File: src/rtl/alu_wide_seq.sv
// Byte-serial sequencer for add, subtract and shift on an external 8-bit ALU.
// The carry/shift bit passes from one byte slice to the next through carry_q.
module alu_wide_seq #(
    parameter int N_BYTES = 2,
    localparam int W = 8 * N_BYTES
) (
    input  logic         clk,
    input  logic         rst_n,
    input  logic         req_valid,
    output logic         req_ready,
    input  logic [1:0]   req_op,
    input  logic [W-1:0] req_a,
    input  logic [W-1:0] req_b,
    input  logic         req_cin,
    output logic         rsp_valid,
    input  logic         rsp_ready,
    output logic [W-1:0] rsp_rslt,
    output logic         rsp_cout,
    output logic         rsp_zero,
    output logic         rsp_pari,
    output logic [2:0]   alu_cmd,
    output logic [7:0]   alu_inA,
    output logic [7:0]   alu_inB,
    output logic         alu_sc_i,
    input  logic [7:0]   alu_rslt,
    input  logic         alu_sc_o,
    input  logic         alu_zero,
    input  logic         alu_pari
);

    localparam int IDX_W = (N_BYTES > 1) ? $clog2(N_BYTES) : 1;
    localparam logic [IDX_W-1:0] IDX_LAST = IDX_W'(N_BYTES - 1);

    localparam logic [1:0] OP_ADD = 2'b00;
    localparam logic [1:0] OP_SUB = 2'b01;
    localparam logic [1:0] OP_SHL = 2'b10;
    localparam logic [1:0] OP_SHR = 2'b11;

    localparam logic [2:0] CMD_ADD = 3'b000;
    localparam logic [2:0] CMD_SHL = 3'b001;
    localparam logic [2:0] CMD_SHR = 3'b010;

    typedef enum logic [1:0] {IDLE, RUN, DONE} state_t;

    state_t                  state_q, state_d;
    logic [N_BYTES-1:0][7:0] a_q, b_q, rslt_q;
    logic [1:0]              op_q;
    logic                    carry_q;
    logic                    zero_acc;
    logic                    par_acc;
    logic [IDX_W-1:0]        idx_q;
    logic                    last_byte;

    // Both ports: a transfer occurs on a rising edge where valid and ready are
    // both high; a producer holds valid and its payload stable until then.
    // SHR walks from the top byte down so the shifted-out bit moves towards bit 0.
    assign last_byte = (op_q == OP_SHR) ? (idx_q == '0) : (idx_q == IDX_LAST);

    always_ff @(posedge clk or negedge rst_n) begin
        if (!rst_n) begin
            state_q <= IDLE;
        end else begin
            state_q <= state_d;
        end
    end

    always_comb begin
        state_d   = state_q;
        req_ready = 1'b0;
        rsp_valid = 1'b0;
        alu_cmd   = CMD_ADD;
        alu_inA   = 8'h00;
        alu_inB   = 8'h00;
        alu_sc_i  = 1'b0;
        case (state_q)
            IDLE: begin
                req_ready = 1'b1;
                if (req_valid) begin
                    state_d = RUN;
                end
            end
            RUN: begin
                alu_inA  = a_q[idx_q];
                alu_sc_i = carry_q;
                case (op_q)
                    OP_ADD:  alu_inB = b_q[idx_q];
                    // Subtract as A + ~B + 1; the +1 is the carry preset at accept.
                    OP_SUB:  alu_inB = ~b_q[idx_q];
                    OP_SHL:  alu_cmd = CMD_SHL;
                    default: alu_cmd = CMD_SHR;
                endcase
                if (last_byte) begin
                    state_d = DONE;
                end
            end
            DONE: begin
                rsp_valid = 1'b1;
                if (rsp_ready) begin
                    state_d = IDLE;
                end
            end
            default: state_d = IDLE;
        endcase
    end

    always_ff @(posedge clk or negedge rst_n) begin
        if (!rst_n) begin
            a_q      <= '0;
            b_q      <= '0;
            rslt_q   <= '0;
            op_q     <= OP_ADD;
            carry_q  <= 1'b0;
            zero_acc <= 1'b1;
            par_acc  <= 1'b0;
            idx_q    <= '0;
        end else begin
            case (state_q)
                IDLE: begin
                    if (req_valid) begin
                        a_q      <= req_a;
                        b_q      <= req_b;
                        op_q     <= req_op;
                        carry_q  <= (req_op == OP_SUB) ? 1'b1 : req_cin;
                        idx_q    <= (req_op == OP_SHR) ? IDX_LAST : '0;
                        zero_acc <= 1'b1;
                        par_acc  <= 1'b0;
                    end
                end
                RUN: begin
                    rslt_q[idx_q] <= alu_rslt;
                    carry_q       <= alu_sc_o;
                    zero_acc      <= zero_acc & alu_zero;
                    par_acc       <= par_acc ^ alu_pari;
                    idx_q         <= (op_q == OP_SHR) ? idx_q - 1'b1 : idx_q + 1'b1;
                end
                default: ;
            endcase
        end
    end

    // Flags are only meaningful while a response is offered.
    assign rsp_rslt = rslt_q;
    assign rsp_cout = (state_q == DONE) & carry_q;
    assign rsp_zero = (state_q == DONE) & zero_acc;
    assign rsp_pari = (state_q == DONE) & par_acc;

endmodule
File: config.mk
export PLATFORM = sky130hd
export DESIGN_NAME = alu_wide_seq
export DESIGN_NICKNAME = d
export VERILOG_FILES = /design/src/rtl/alu_wide_seq.sv
export SDC_FILE = /design/constraint.sdc
export NUM_CORES = 1
export LEC_CHECK = 0
export CORE_MARGIN = 4
export CORE_UTILIZATION = 40
export CTS_CLUSTER_SIZE = 24
export DETAILED_ROUTE_END_ITERATION = 10
export PLACE_DENSITY = 0.73
export SLEW_MARGIN = 20
export SYNTH_ARGS = -nofsm -noshare
export SYNTH_HDL_FRONTEND = slang
export SYNTH_SLANG_ARGS = --single-unit
File: constraint.sdc
create_clock -name clk -period 3.75 [get_ports clk]
set_clock_uncertainty 0.1 [all_clocks]
set_input_delay 0.75 -clock clk [delete_from_list [all_inputs] [get_ports clk]]
set_output_delay 0.75 -clock clk [all_outputs]
set_load 0.01 [all_outputs]
==> results.sh <==
export IMPL_synth_top_area_frac=0.537
export IMPL_wl_per_cell_um=13.6
export IMPL_synthMuxAreaShare=0.102
export IMPL_power_density_nw_per_um2=769
export IMPL_critical_path_arrival_ps=2260
export IMPL_hold_violations=0
export IMPL_slew_viol_final=0
export IMPL_dieArea_um2=7750
export IMPL_setup_violations=0
export IMPL_slew_headroom=0.541
export IMPL_vdd_ir_drop_max_uv=383
export IMPL_syn_area_um2=2560
export IMPL_synth_area_leaders="dfrtp_1, nand2_1, mux2_1, mux2i_1, xor2_1"
export IMPL_synth_simple_gate_area_share=0.228
export IMPL_fin_tns_setup_ps=0
export IMPL_netlist_instances=257
export IMPL_drtAntennaViolNets=0
export IMPL_viasPerCell=4.79
export IMPL_final_common_cell="nand2_1"
export IMPL_path_class="reg2out"
export IMPL_cts_reportedPaths_clkPinSlew_ps=90
export IMPL_seqCellArea_um2=1400
export IMPL_core_um2=6060
export IMPL_grt_pass1_wl_um=9410
export IMPL_multi_input_area_um2=1050
export IMPL_maxCapViolCount=0
export IMPL_reg2regPathDepth=4
export IMPL_grt_max_degree=47
export IMPL_post_route_period_util=0.831
export IMPL_fp_dieW_um=88.0
export IMPL_clock_sinks=56
export IMPL_synth_nets=307
export IMPL_worst_path_max_fanout=14
export IMPL_die_h_um=88.0
export IMPL_start_util=0.423
export IMPL_rsz0062_at_grt="no"
export IMPL_final_min_clock_period_ps=3110
export IMPL_rr_startpoint="state_q[0]$_DFFE_PN0P_"
export IMPL_synth_compound_area_frac=0.0479
export IMPL_nNetsFinal=391
export IMPL_antenna_cells=0
export IMPL_fmax_ghz=0.321
export IMPL_cts_tree="yes"
export IMPL_fin_util=0.586
export IMPL_cp_startpoint="idx_q$_DFFE_PN0P_"
export IMPL_pin_count=91
export IMPL_p_leak_nw=1.65
export IMPL_cts_path_max_buffers=2
export IMPL_ys_warn_count=0
export IMPL_route_detailed_drc=0
export IMPL_htreeDepth=2
export IMPL_dp_cells=409
export IMPL_synth_adder_area_share=0
export IMPL_nFillCells=540
export IMPL_cts_buffers=5
export IMPL_drt_initial_drc_count=44
export IMPL_synthXorXnorAreaFrac=0.0308
export IMPL_fp_row_count=28
export IMPL_ctsRootBufferMaster="clkbuf_8"
export IMPL_via_count=1996
export IMPL_cts_setup_buffers=0
export IMPL_r2r_end="idx_q$_DFFE_PN0P_"
export IMPL_syn_area_per_cell_um2=9.97
export IMPL_cts_hold_buf=0
export IMPL_crit_path_end="alu_inA[3]"
export IMPL_grt_overflow=0
export IMPL_dpl_hpwl_um=4090
export IMPL_crit_required_ps=2900
export IMPL_layout_common_cells="nand2_1, clkdlybuf4s50_1, dfrtp_1"
export IMPL_drt_first_pass_iters=4
export IMPL_grtUsageTotal=0.156
export IMPL_antenna_found_initial=0
export IMPL_yosysUniqueCellTypes=34
export IMPL_finalPower_mw=2.73
export IMPL_drive_gt1_frac=0.0526
export IMPL_drt_wl_total_um=5680
export IMPL_hold_path_class="in2async"
export IMPL_yosysSeqAreaShare=0.548
export IMPL_yosys_register_bits=56
export IMPL_status="finished, final reports clean"
export IMPL_grt_pass1_vias=2116
export IMPL_synth_top_family_by_area="simple AND/OR/NAND/NOR gates"
export IMPL_clk_latency_ps=300
export IMPL_worst_setup_path_start_kind="flip-flop"
export IMPL_fin_cells=417
export IMPL_netlist_top_cell_by_area="dfrtp_1"
export IMPL_syn2layout_area_growth_pct=38.6
export IMPL_critPathCaptureType="primary output"
export IMPL_routabilityCongestion=0.715
export IMPL_cts_resized=0
export IMPL_ff2ff_setup_slack_ps=1800
export IMPL_port_buffers=89
export IMPL_worst_pin_slew_ps=688
synthesized netlist by cell type:
master,count
inv_2,1
xor2_1,9
nand2b_1,1
nor2_4,1
clkbuf_1,2
conb_1,1
or3b_1,1
dfstp_2,1
o21ai_0,1
mux2_1,16
buf_6,5
o22ai_1,2
nand2_1,105
buf_4,1
nor2b_1,1
buf_1,1
and3_1,1
mux2i_1,8
nor3b_4,1
o21ai_1,1
nand3b_1,2
and3b_1,1
a22o_1,8
dfrtp_1,55
and2b_4,1
nand2b_4,1
a21oi_1,3
buf_2,6
nor2_1,10
a21o_1,1
nand3_1,2
nand2_2,1
o211ai_1,1
and2_1,5
critical path, cell delays in order, from the launching register on:
cell and delay, ps:
dfrtp_1 790, and2_1 440, a22o_1 200, clkdlybuf4s50_1 530
report_power, final:
group | internal (mW) | total (mW) | leakage [nW] | switching (mW)
Combinational | 0.696 | 1.28 | 0.930 | 0.589
Clock | 0.133 | 0.317 | 0.0414 | 0.184
Sequential | 0.900 | 1.13 | 0.680 | 0.227
worst min-delay path by stage:
| stage | from | end | slack, ps | cells past startpoint |
|---|---|---|---|---|
| finish | rst_n | a_q[6]$_DFFE_PN0P_ | 340 | 1 |
| global route | rst_n | b_q[10]$_DFFE_PN0P_ | 370 | 1 |
| CTS | par_acc$_DFFE_PN0P_ | par_acc$_DFFE_PN0P_ | 380 | 1 |
| detailed placement | b_q[1]$_DFFE_PN0P_ | b_q[1]$_DFFE_PN0P_ | 360 | 2 |
| global placement | par_acc$_DFFE_PN0P_ | par_acc$_DFFE_PN0P_ | 360 | 1 |
| floorplan | par_acc$_DFFE_PN0P_ | par_acc$_DFFE_PN0P_ | 340 | 1 |
cell type report:
cell class / count / share of cell area
Clock buffer: 6 / 0.0204
Clock inverter: 2 / 0.00458
Inverter: 1 / 0.00106
Multi-Input combinational cell: 185 / 0.296
Sequential cell: 56 / 0.395
Tap cell: 75 / 0.0264
Timing Repair Buffer: 92 / 0.257
flip-flops by register name, indices dropped and copies added, names as in the netlist:
| name | count |
|---|---|
| a_q | 16 |
| b_q | 16 |
| rsp_rslt | 16 |
| zero_acc | 1 |
| carry_q | 1 |
| state_q | 2 |
| par_acc | 1 |
| idx_q | 1 |
| op_q | 2 |
layer usage:
layer,vias to the layer above,global-route usage,wire length [um]
met1,949,0.192,2460
met5,-,0,0
met2,54,0.271,2800
met4,0,0.0481,51
li1,988,-,-
met3,5,0.0367,363
cells by family after synthesis:
family	count (synthesis)
DFF	56
buffers and inverters	16
xor gates and xnor gates	9
and+or+nand+nor	134
muxes	24
other	1
AOI/OAI and AO/OA	17
through the flow:
step           hold WS, ps  setup slack (ps)  area (um^2)
5_1_grt                375               516         3550
3_3_place_gp           356               982         3460
4_1_cts                383               585         3550
3_5_place_dp           362               934         3460
2_1_floorplan          337              1710         2560
6_report               335               635         3550
No activity file was read; power rests on OpenSTA's default activity.
